## src/rtl/cond_pkg.sv

```systemverilog
// cond_pkg: shared types for the E-stage condition unit.
// Provides the ARM condition enum and NZCV bit positions.
package cond_pkg;

  typedef enum logic [3:0] {
    EQ = 4'b0000,
    NE = 4'b0001,
    CS = 4'b0010,
    CC = 4'b0011,
    MI = 4'b0100,
    PL = 4'b0101,
    VS = 4'b0110,
    VC = 4'b0111,
    HI = 4'b1000,
    LS = 4'b1001,
    GE = 4'b1010,
    LT = 4'b1011,
    GT = 4'b1100,
    LE = 4'b1101,
    AL = 4'b1110,
    NV = 4'b1111
  } cond_e;

  localparam int FLAG_N = 3;
  localparam int FLAG_Z = 2;
  localparam int FLAG_C = 1;
  localparam int FLAG_V = 0;

endpackage

```

## src/rtl/cond_check.sv

```systemverilog
// cond_check: combinational ARM condition evaluator.
// Ports: cond (4b code), flags ({N,Z,C,V}) -> pass.
module cond_check
  import cond_pkg::*;
(
  input  logic [3:0] cond,
  input  logic [3:0] flags,
  output logic       pass
);

  logic n, z, c, v;

  assign n = flags[FLAG_N];
  assign z = flags[FLAG_Z];
  assign c = flags[FLAG_C];
  assign v = flags[FLAG_V];

  always_comb begin
    pass = 1'b0;
    unique case (cond_e'(cond))
      EQ: pass = z;
      NE: pass = !z;
      CS: pass = c;
      CC: pass = !c;
      MI: pass = n;
      PL: pass = !n;
      VS: pass = v;
      VC: pass = !v;
      HI: pass = c & !z;
      LS: pass = !c | z;
      GE: pass = (n == v);
      LT: pass = (n != v);
      GT: pass = !z & (n == v);
      LE: pass = z | (n != v);
      AL: pass = 1'b1;
      NV: pass = 1'b0;
    endcase
  end

endmodule

```

## src/rtl/cond_unit.sv

```systemverilog
// cond_unit: E-stage NZCV register, condition gating and E/M controls.
// In: clk, reset_n, FlushE, IsArmE, CondE, FlagWriteE, Flags, ZeroE,
//     RegWriteE, MemWriteE, PCSrcE, BranchE.
// Out: CondExE, BranchTakenE (comb); RegWriteM, MemWriteM, PCSrcM,
//      FlagsQ (registered).
module cond_unit
  import cond_pkg::*;
#(
  parameter logic [3:0] RESET_FLAGS = 4'b0000
) (
  input  logic       clk,
  input  logic       reset_n,
  input  logic       FlushE,
  input  logic       IsArmE,
  input  logic [3:0] CondE,
  input  logic [1:0] FlagWriteE,
  input  logic [3:0] Flags,
  input  logic       ZeroE,
  input  logic       RegWriteE,
  input  logic       MemWriteE,
  input  logic       PCSrcE,
  input  logic       BranchE,
  output logic       CondExE,
  output logic       BranchTakenE,
  output logic       RegWriteM,
  output logic       MemWriteM,
  output logic       PCSrcM,
  output logic [3:0] FlagsQ
);

  logic cond_pass;
  logic flag_en;
  logic rv_taken;

  cond_check u_check (
    .cond  (CondE),
    .flags (FlagsQ),
    .pass  (cond_pass)
  );

  assign CondExE = FlushE ? 1'b0
                 : (IsArmE ? cond_pass : 1'b1);

  assign rv_taken = PCSrcE | (BranchE & ZeroE);

  assign BranchTakenE = !FlushE &
    (IsArmE ? (PCSrcE & CondExE) : rv_taken);

  assign flag_en = IsArmE & CondExE & !FlushE;

  // Per-half enables select between old and new values, so an
  // unknown Flags input cannot leak into a half that is not written.
  always_ff @(posedge clk or negedge reset_n) begin
    if (!reset_n) begin
      FlagsQ <= RESET_FLAGS;
    end else if (flag_en) begin
      if (FlagWriteE[1]) begin
        FlagsQ[FLAG_N] <= Flags[FLAG_N];
        FlagsQ[FLAG_Z] <= Flags[FLAG_Z];
      end
      if (FlagWriteE[0]) begin
        FlagsQ[FLAG_C] <= Flags[FLAG_C];
        FlagsQ[FLAG_V] <= Flags[FLAG_V];
      end
    end
  end

  always_ff @(posedge clk or negedge reset_n) begin
    if (!reset_n) begin
      RegWriteM <= 1'b0;
      MemWriteM <= 1'b0;
      PCSrcM    <= 1'b0;
    end else begin
      RegWriteM <= RegWriteE & CondExE;
      MemWriteM <= MemWriteE & CondExE;
      PCSrcM    <= BranchTakenE;
    end
  end

endmodule

```

## config.mk

```make
export PLATFORM = sky130hd
export DESIGN_NAME = cond_unit
export DESIGN_NICKNAME = d
export VERILOG_FILES = /design/src/rtl/cond_pkg.sv /design/src/rtl/cond_check.sv /design/src/rtl/cond_unit.sv
export SDC_FILE = /design/constraint.sdc
export NUM_CORES = 1
export LEC_CHECK = 0
export ABC_AREA = 0
export CAP_MARGIN = 20
export CORE_MARGIN = 5
export CORE_UTILIZATION = 34
export CTS_CLUSTER_DIAMETER = 120
export DETAILED_ROUTE_END_ITERATION = 10
export PLACE_DENSITY = 0.75
export REMOVE_ABC_BUFFERS = 1
export SYNTH_ARGS = -nofsm -noshare
export SYNTH_HDL_FRONTEND = slang
export SYNTH_SLANG_ARGS = --single-unit
```

## constraint.sdc

```tcl
create_clock -name clk -period 2.5 [get_ports clk]
set_input_delay 0.375 -clock clk [delete_from_list [all_inputs] [get_ports clk]]
set_output_delay 0.375 -clock clk [all_outputs]
set_load 0.05 [all_outputs]
```

=== Yosys cells after proc, flatten, opt, wreduce, memory -nomap -nowiden ===
Index checks and enable logic that the tools add are counted.

* Logic and storage cells: 46
* Input port bits: 19
* Bits in registers: 7

* Mux-type cells: 4
* Reductions and logical operators: 8
* Eq/ne operators: 17
* Bitwise gates (word level): 12

{| class="wikitable"
|+ Operator list
! operator !! count
|-
| 4-bit equality test, second input constant || 8
|-
| 4-bit by 3-bit equality test with 1-bit output, second input constant || 4
|-
| 1-bit one-hot mux with 16 select lines || 1
|-
| 1-bit bitwise AND || 9
|-
| 4-bit by 2-bit equality test with 1-bit output, second input constant || 2
|-
| 1-bit zero test || 5
|-
| 4-bit by 1-bit equality test with 1-bit output, second input constant || 1
|-
| 4-bit zero test || 1
|-
| 2-bit AND reduction || 2
|-
| 1-bit two-way mux || 3
|-
| 1-bit OR || 3
|-
| 1-bit equality test || 1
|-
| 1-bit inequality test || 1
|}

=== Depth between registers and ports, before layout ===
Gate-level depths: netlist of the first run.

* Word-level depth: 8
* Depth in mapped cells: 5

=== Modules after synthesis ===
From an unflattened synthesis of the first run, not the netlist that was laid out.

* Cells, all modules: 44
* Area, all modules: 441.7 um^2

{| class="wikitable"
|+ Modules (own cells, without submodules)
! module !! seq. area each (um^2) !! instances !! area each (um^2) !! cells each
|-
| cond_unit || 175.2 || 1 || 286.5 || 21
|-
| cond_check || 0.0 || 1 || 155.1 || 23
|}

=== Least setup slack after synthesis of the first run ===
Ideal clock, no wire load.

* Kind: register to output
* Start: register FlagsQ[0]
* End: output port CondExE
* Stages on the path, launching flop included: 6
* Data arrival time: 2.268 ns
* Data required time: 2.125 ns
* Setup slack: -0.143 ns
* Cell sequence: dfrtp_1 -> mux4_2 -> nand2b_2 -> o31ai_4 -> xnor2_1 -> a21oi_1

* Cells in the longest elaborated chain, start to end: 5
* Elaborated cells between the ends (all ways): 8
* Those cells by class: eq/ne: 2; mux: 3; bitwise: 2; reduce/logical: 1

{| class="wikitable"
|+ RTL lines
! element !! line !! source
|-
| from (decl) || cond_unit.sv:28 || <nowiki>output logic [3:0] FlagsQ</nowiki>
|-
| from (signal, indexed assignment) || cond_unit.sv:58 || <nowiki>FlagsQ[FLAG_N] <= Flags[FLAG_N];</nowiki>
|-
| from (signal, indexed assignment) || cond_unit.sv:59 || <nowiki>FlagsQ[FLAG_Z] <= Flags[FLAG_Z];</nowiki>
|-
| from (signal, indexed assignment) || cond_unit.sv:62 || <nowiki>FlagsQ[FLAG_C] <= Flags[FLAG_C];</nowiki>
|-
| 1-bit inequality test / 1-bit equality test (equally long branches) || -- ||
|-
| 1-bit OR / 1-bit bitwise AND (equally long branches) || cond_check.sv:34, cond_check.sv:33 ||
|-
| 1-bit one-hot mux with 16 select lines * || cond_check.sv:20 || <nowiki>unique case (cond_e'(cond))</nowiki>
|-
| 1-bit two-way mux * || cond_unit.sv:42 || <nowiki>: (IsArmE ? cond_pass : 1'b1);</nowiki>
|-
| 1-bit two-way mux * || cond_unit.sv:41 || <nowiki>assign CondExE = FlushE ? 1'b0</nowiki>
|-
| to (decl) || cond_unit.sv:23 || <nowiki>output logic CondExE,</nowiki>
|}

Every way passes the cells marked *; elsewhere a longest branch is shown, timed or not.

=== Worst setup path after layout of the first run ===
* Start: input port CondE[2]
* End: output port CondExE

* Cells in the longest elaborated chain, start to end: 4
* Elaborated cells between the ends (all ways): 19
* Those cells by class: eq/ne: 15; mux: 3; reduce/logical: 1

{| class="wikitable"
|+ RTL lines
! element !! line !! source
|-
| from (decl) || cond_unit.sv:15 || <nowiki>input logic [3:0] CondE,</nowiki>
|-
| 4-bit equality test, or another cell as far along || cond_check.sv:20 ||
|-
| 1-bit one-hot mux with 16 select lines * || cond_check.sv:20 ||
|-
| 1-bit two-way mux * || cond_unit.sv:42 ||
|-
| 1-bit two-way mux * || cond_unit.sv:41 ||
|}

Marked as above.

==> results.cfg, run 1 <==
[run_status]
status = finished clean

[synth]
synth_top_area_frac = 0.3944
synth_area_sq_um = 444.2
ys.flop_type = dfrtp_1
synth.avg_cell_area_sq_um = 11.39
seq_area_frac_synth = 0.3944
yosys_warnings = 0
ys_types = 21
syn_inst = 39
postSynth.asyncResetShare = 1.000
yosys.area.top_type = dfrtp_1
ys_seq_elements = 7
synth-edff-count = 0
synth_most_common_cell = dfrtp_1
yosys-top-cells-area = dfrtp_1, mux2_1, mux4_2, nand3b_1, o31ai_4
synth_top_cells_by_count = dfrtp_1, mux2_1, nand3b_1

[floorplanning]
initial_core_util = 0.3501
dieArea_sq_mm = 0.002129
dieHeight_um = 46.15
rows = 13
die_w_um = 46.15
io_pins = 28
fp.coreArea_sq_mm = 0.001269

[placement]
port_buffers = 27
dpl.cell_count = 84
gp_congestion = 0.7723
hpwl_mm = 1.046

[drt]
via_count = 442
drc = 0
drtAntennaViolNets = 0
first_pass_iters = 1
drt_iter0_markers = 0
routedWlPerCell_um = 14.27
viasPerCell = 5.023
drt-total-wl_mm = 1.256

[flow_run]
drv_cap = 0

[cts]
clk_pin_slew_ps = 60
ctsHoldBuffers = 0
clk_root_buffer_cell = clkbuf_4
cts_setup_buffers = 0
cts_buffers = 3
clock-sinks = 7
clk_latency_ps = 260
cts_tree = done
cts.path.max_buffers = 2
cts_max_level = 1

[global_routing]
grt_start_max_net_pins = 8
grt_overflow = 0
grt_pass1_vias = 508
grt_antenna_before_repair = 0
grtUsageTotal = 0.1330
grt_pass1_wl_mm = 1.980

[critical_path]
r2r_slack_ps = 490
r2r_cells = 6
cp-start-kind = input port
path_depth = 7
worstPathRequired_ps = 2120
r2r_end = FlagsQ[3]
crit_type = in -> out
crit_chain = clkdlybuf4s50_1 > mux4_2 > nand2b_2 > o31ai_4 > xnor2_1 > a21oi_2 > buf_12
crit_buf_inv = 2
timing.rr.start = FlagsQ[0]
critical_path.max_fanout = 4
cp_data_arrival_time_ps = 1990
critPathSlowestCell = clkdlybuf4s50_1
cp-end-kind = output port
critical-path-max-stage-delay_ps = 550
path_delay_family = buffers and inverters

[sta]
rsz0062_at_grt = no
layout_min_cycle_time_ps = 2367
holdWs_ps = 369.6
slew_violations = 0
fmax_mhz = 422.4
timing.slew.headroom = 0.6589
final.setup.tns_ps = 0
skew_ps = 2.696
finalCritPeriodShare = 0.9469
setup_viol = 0
max_slew.worst_pin.slew_ps = 510.1
finalHoldViolCount = 0

[final_layout]
instances_no_fill = 88
nNetsFinal = 93
n_antenna_cell = 0
synthToLayoutAreaGrowth_pct = 83.10
drive_gt1_frac = 0.2055

[pwr]
power_mw = 0.8117
power_density_mw_per_mm2 = 998.0
ir_drop_uv = 579.4
leakage_nw = 0.3304

[worst_hold_path]
hp-class = in -> async
==> cell families after synthesis <==
group,Yosys count,synth area share
mux,7,0.1972
compound gates,7,0.1465
xor+xnor,2,0.03944
simple gates,14,0.2057
buf+inv,2,0.01691
flops,7,0.3944
==> registers in the layout, indices dropped and copies added, names as in the netlist <==
name	count
PCSrcM	1
FlagsQ	4
MemWriteM	1
RegWriteM	1
==> report_power, final <==
part           internal [mW]  switching (mW)  total [mW]
logic                  0.226           0.280       0.506
clock network         0.0589          0.0498       0.109
registers              0.152          0.0447       0.197
total                  0.437           0.374       0.812
==> layout make-up <==
type | count | area [sq um]
well taps | 15 | 18.77
inverters | 2 | 7.507
fillers | 116 | 455.4
flip-flops and latches | 7 | 175.2
multi-input cells | 30 | 272.8
repair buffers | 30 | 311.5
clock inverters | 1 | 5.005
clock buffers | 3 | 22.52
==> timing repair <==
item | 4_1_cts | 5_1_grt
endpoints found under the setup margin | 2 | 1
pin swaps | 2 | 0
gates cloned | 0 | 0
gates resized for setup | 2 | 1
hold endpoints to repair | 0 | 0
==> worst reg2reg max path, stage by stage, from the launching register on <==
cell	delay [ps]
dfrtp_1	430
mux4_2	500
nand2b_2	100
o31ai_4	90
buf_4	160
mux2i_1	260
mux2_1	360
==> routing by layer <==
metal / share of wire / routed length [um] / track usage / up-vias
li1: - / - / - / 217
met1: 0.33 / 409 / 0.1059 / 200
met2: 0.55 / 686 / 0.2720 / 23
met3: 0.11 / 142 / 0.04688 / 2
met4: 0.014 / 18 / 0.06250 / 0
met5: 0 / 0 / 0 / -
==> placed cells by master (no fill, tap or decap), types with 2 or more instances in the layout <==
| cell type | synthesis | final |
|---|---|---|
| a211oi_1 | 2 | 2 |
| buf_4 | 0 | 3 |
| clkbuf_4 | 0 | 3 |
| clkdlybuf4s50_1 | 0 | 24 |
| dfrtp_1 | 7 | 7 |
| inv_1 | 2 | 2 |
| nand3_1 | 2 | 2 |
| mux2_1 | 4 | 4 |
| nor2_1 | 2 | 2 |
| mux2i_1 | 2 | 2 |
| buf_12 | 0 | 2 |
| nand3b_1 | 3 | 3 |
==> worst max-delay path by stage <==
stage | startpoint | endpoint | slack, ps
floorplan | FlagsQ[0] | CondExE | -140
global placement | CondE[1] | CondExE | -50
detailed placement | CondE[1] | CondExE | -100
CTS | CondE[2] | CondExE | 140
global route | CondE[2] | CondExE | 20
finish | CondE[2] | CondExE | 130
==> per-stage QoR <==
| stage | util | instance area [sq um] | setup slack [ps] |
|---|---|---|---|
| 6_report | 0.6410 | 813.3 | 132.8 |
| 5_1_grt | 0.6410 | 813.3 | 17.57 |
| 4_1_cts | 0.6351 | 805.8 | 135.1 |
| 3_5_place_dp | 0.6114 | 775.7 | -104.6 |
| 3_3_place_gp | 0.6114 | 775.7 | -50.43 |
| 2_1_floorplan | - | 444.2 | -142.8 |
(Power assumes the default switching activity.)
==> run 2, diff against run 1 <==
- CELL_PAD_IN_SITES_DETAIL_PLACEMENT: unset -> 1
- CELL_PAD_IN_SITES_GLOBAL_PLACEMENT: unset -> 1
- CORE_UTILIZATION: 34 -> 25
- PLACE_DENSITY: 0.75 -> unset
- PLACE_DENSITY_LB_ADDON: unset -> 0.1
==> results.cfg, run 2 (synthesized netlist as in run 1, its figures left out) <==
[critical_path]
cp-start-kind = input port
critical_path.max_fanout = 3
path_delay_family = buffers and inverters
critical-path-max-stage-delay_ps = 530
cp_data_arrival_time_ps = 2020
crit_chain = dlygate4sd2_1 > mux4_2 > nand2b_2 > o31ai_4 > buf_4 > a311o_1 > buf_12
crit_type = in -> out
crit_buf_inv = 3
cp-end-kind = output port
critPathSlowestCell = mux4_2
worstPathRequired_ps = 2120

[drt]
drt-total-wl_mm = 1.351
viasPerCell = 4.505
routedWlPerCell_um = 13.65
via_count = 446
drc = 0
drtAntennaViolNets = 0
first_pass_iters = 2
drt_iter0_markers = 6

[sta]
slew_violations = 0
max_slew.worst_pin.slew_ps = 509.2
fmax_mhz = 417.6
rsz0062_at_grt = no
setup_ws_ps = 105.5
timing.slew.headroom = 0.6595
setup_viol = 0
skew_ps = 4.990
layout_min_cycle_time_ps = 2395
final.setup.tns_ps = 0
finalCritPeriodShare = 0.9578
finalHoldViolCount = 0

[final_layout]
final_cell_mix = clkdlybuf4s50_1, dfrtp_1, mux2_1, buf_4
synthToLayoutAreaGrowth_pct = 87.04
largest_reg_flops = 4
instances_no_fill = 99
mostFrequentLayoutCell = clkdlybuf4s50_1
nNetsFinal = 94
n_fill_cell = 197
drive_gt1_frac = 0.2027
finalCoreUtilization = 0.4864
top_register = FlagsQ
n_antenna_cell = 0

[pwr]
power_density_mw_per_mm2 = 969.0
ir_drop_uv = 395.7
power_mw = 0.8050
leakage_nw = 0.3334

[floorplanning]
dieHeight_um = 52.15
rows = 15
fp.coreArea_sq_mm = 0.001708
initial_core_util = 0.2601
die_w_um = 52.15
dieArea_sq_mm = 0.002720
io_pins = 28

[placement]
post-place-ws_ps = -117.1
gp_congestion = 0.7045
dpl.cell_count = 94
hpwl_mm = 1.130
port_buffers = 27

[cts]
cts_buffers = 3
cts_tree = done
cts_max_level = 1
clk_root_buffer_cell = clkbuf_4
cts.path.max_buffers = 2
clk_latency_ps = 240
clk_pin_slew_ps = 60
clock-sinks = 7
ctsHoldBuffers = 0

[global_routing]
grt_pass1_vias = 494
grtUsageTotal = 0.1121
grt_start_max_net_pins = 8
grt_overflow = 0
grt_pass1_wl_mm = 2.256
grt_antenna_before_repair = 0

[worst_hold_path]
hp-class = in -> async

[flow_run]
drv_cap = 0

[run_status]
status = finished clean
[run 2: cell count changes in the layout (fill, tap and decap cells not counted)]
cell             previous run  this run
buf_4                       3         4
clkbuf_1                    0         1
clkdlybuf4s50_1            24        23
clkinv_2                    1         0
dlygate4sd2_1               1         2
[run 2: worst paths after layout]
check                           from           end  slack, ps  cells after the start
max                         CondE[1]  BranchTakenE        110                      7
min                          reset_n        PCSrcM        400                      1
max reg2reg                FlagsQ[3]     FlagsQ[1]        420                      7
min reg2reg                FlagsQ[0]     FlagsQ[0]        570                      1
max in group asynchronous    reset_n     FlagsQ[1]       1840                      1
min in group clk           FlagsQ[0]     FlagsQ[0]        570                      1
[run 2: through the flow]
stage	instance area, sq um	hold WS, ps
after CTS	830.8	412.5
after global placement	788.3	556.2
after floorplan	444.2	79.41
after detailed placement	788.3	556.2
final	830.8	401.3
after global routing	830.8	424.7
[run 2: cell type report]
type | instances | area [sq um] | area share
clock buffer | 4 | 26.28 | 0.03163
inverter | 2 | 7.507 | 0.009036
multi-input combinational | 30 | 272.8 | 0.3283
sequential | 7 | 175.2 | 0.2108
tap | 25 | 31.28 | 0.03765
timing repair buffer | 31 | 317.8 | 0.3825
[run 2: per-layer routing]
metal | global-route usage | wire length, um | vias up
met5 | 0 | 0 | -
met4 | 0.02553 | 0 | 0
met3 | 0.03438 | 83 | 0
met2 | 0.1778 | 700 | 11
met1 | 0.1483 | 567 | 217
li1 | - | - | 218
[run 2: report_power, final]
group | leakage, nW | internal [mW] | switching (mW)
logic | 0.231 | 0.225 | 0.283
registers | 0.0872 | 0.153 | 0.0418
clock network | 0.0150 | 0.0609 | 0.0416
[run 2: timing repair]
action                     4_1_cts  5_1_grt
buffers inserted                 1        0
pin swaps                        2        1
setup endpoints to repair        2        1
resized for setup                4        0
==> run 3, diff against run 2 <==
- CORE_UTILIZATION: 25 -> 24
- SYNTH_HIERARCHICAL: unset -> 1
==> results.cfg, run 3 <==
[run_status]
status = finished, violations left
violations = setup timing

[drt]
routedWlPerCell_um = 13.17
viasPerCell = 4.627
first_pass_iters = 4
drt-total-wl_mm = 1.449
drc = 0
drt_iter0_markers = 5
via_count = 509
drtAntennaViolNets = 0

[pwr]
ir_drop_uv = 592.9
p_switching_mw = 0.3900
power_frac_clock = 0.120
power_density_mw_per_mm2 = 974.9
seqPwrFrac = 0.229
internal_power_mw = 0.4870
leakage_nw = 0.3716
power_frac_comb = 0.651
switching_share = 0.4447

[placement]
hpwl_mm = 1.094
placed_area_sq_um = 797.0
gp_congestion = 0.6892
dpl.cell_count = 100
post-place-ws_ps = -217.8
port_buffers = 27

[sta]
max_slew.worst_pin.slew_ps = 504.6
finalHoldViolCount = 0
layout_min_cycle_time_ps = 2512
rsz0062_at_grt = yes
slew_violations = 0
setup_viol = 1
fmax_mhz = 398.0
timing.slew.headroom = 0.6626
skew_ps = 5.977
setup_ws_ps = -12.27
finalCritPeriodShare = 1.005

[final_layout]
top_register = FlagsQ
seqCellArea_sq_um = 176.4
multi_input_area_sq_um = 284.0
synthToLayoutAreaGrowth_pct = 103.7
final_cell_mix = clkdlybuf4s50_1, buf_4, dfrtp_1
instances_no_fill = 110
mostFrequentLayoutCell = clkdlybuf4s50_1
nNetsFinal = 105
n_antenna_cell = 0
finalCoreUtilization = 0.5154
drive_gt1_frac = 0.2941
largest_reg_flops = 4
n_fill_cell = 203
fin_area_sq_um = 899.6

[synth]
yosys.area.top_type = dfrtp_1
seq_area_frac_synth = 0.3966
synth_compound_area_frac = 0.1530
synth_area_sq_um = 441.7
synthMuxAreaShare = 0.1246
synth-edff-count = 0
synthAdderAreaFrac = 0
synth_most_common_cell = dfrtp_1
yosys-top-cells-area = dfrtp_1, mux2_1, xor2_1, nand4b_1, a21oi_1
yosys_warnings = 6
synth_top_family_by_area = simple AND/OR/NAND/NOR gates
syn_inst = 44
ys.flop_type = dfrtp_1
synthSimpleGateAreaFrac = 0.2125
ys_seq_elements = 7
synth_top_area_frac = 0.3966
synth_top_cells_by_count = dfrtp_1, mux2_1, a21oi_1, nor2_1, xor2_1
ys_types = 25
synth.avg_cell_area_sq_um = 10.04
postSynth.asyncResetShare = 1.000
synth_xor_area_frac = 0.07932

[global_routing]
grt_antenna_before_repair = 0
grtUsageTotal = 0.1137
grt_pass1_vias = 529
grt_pass1_wl_mm = 2.339
grt_start_max_net_pins = 8
grt_overflow = 0

[critical_path]
crit_buf_inv = 4
path_delay_family = buffers and inverters
crit_chain = clkdlybuf4s50_1 > inv_1 > a2111oi_2 > a311oi_1 > o22ai_2 > nand2_1 > a31oi_1 > buf_4 > buf_12
crit_type = in -> out
worstPathRequired_ps = 2120
cp_data_arrival_time_ps = 2140
critical_path.max_fanout = 3
critical-path-max-stage-delay_ps = 500
critPathSlowestCell = clkdlybuf4s50_1
cp-start-kind = input port
cp-end-kind = output port

[cts]
ctsHoldBuffers = 0
cts.path.max_buffers = 2
clk_pin_slew_ps = 60
cts_buffers = 3
clk_latency_ps = 250
cts_max_level = 1
clock-sinks = 7
clk_root_buffer_cell = clkbuf_4
cts_tree = done

[floorplanning]
die_w_um = 52.90
dieArea_sq_mm = 0.002798
dieHeight_um = 52.90
io_pins = 28
rows = 15
fp.coreArea_sq_mm = 0.001745
initial_core_util = 0.2530

[flow_run]
drv_cap = 0

[worst_hold_path]
hp-class = in -> async
[run 3: cells by family after synthesis]
logic type	after synthesis
and+or+nand+nor	15
AOI/OAI and AO/OA	10
DFF	7
muxes	5
xor gates and xnor gates	4
buffers and inverters	3
[run 3: power by group through the flow]
stage | sequential, mW | clock, mW | combinational [mW]
4_1_cts | 0.198 | 0.104 | 0.556
2_1_floorplan | 0.322 | 0 | 0.141
6_report | 0.201 | 0.105 | 0.571
3_5_place_dp | 0.201 | 0 | 0.459
5_1_grt | 0.209 | 0.119 | 0.611
3_3_place_gp | 0.198 | 0 | 0.454
[run 3: worst reg2reg max path, delay by kind of cell, from the launching register on]
kind | cells | cell delay (ps)
compound gates | 3 | 580
xor+xnor | 2 | 390
buf+inv | 4 | 520
flops | 1 | 400
mux | 1 | 330
simple gates | 1 | 130
[run 3: cell type report]
| type | count | share of cell area |
|---|---|---|
| Timing Repair Buffer | 39 | 0.4200 |
| Sequential cell | 7 | 0.1961 |
| Multi-Input combinational cell | 34 | 0.3157 |
| Clock buffer | 4 | 0.02921 |
| Tap cell | 25 | 0.03477 |
| Inverter | 1 | 0.004172 |
[run 3: final timing paths]
kind,end,cells after the start,from,slack [ps]
setup / recovery,BranchTakenE,9,CondE[3],-10
hold / removal,RegWriteM,1,reset_n,380
max in group asynchronous,FlagsQ[2],1,reset_n,1850
hold reg to reg,FlagsQ[2],1,FlagsQ[2],590
min in group clk,FlagsQ[2],1,FlagsQ[2],590
setup reg to reg,FlagsQ[1],11,FlagsQ[3],30
[run 3: routing by layer]
metal / track usage / share of wire / up-vias
met4: 0.02553 / 0 / 0
met3: 0.05070 / 0.089 / 0
li1: - / - / 243
met2: 0.1942 / 0.51 / 20
met1: 0.1291 / 0.41 / 246
met5: 0 / 0 / -
[run 3: per-stage QoR]
step / power (mW) / TNS, ps / hold slack, ps
finish: 0.8771 / -12.27 / 383.9
global route: 0.9385 / -630.2 / 401.2
global placement: 0.6521 / -798.5 / 553.2
floorplan: 0.4633 / -1079 / 79.41
CTS: 0.8586 / -84.23 / 407.4
detailed placement: 0.6605 / -866.3 / 566.7
[run 3: what timing repair did]
action	CTS	global route
pin swaps	3	6
buffers inserted	6	0
resized for setup	6	4
setup endpoints to repair	2	6
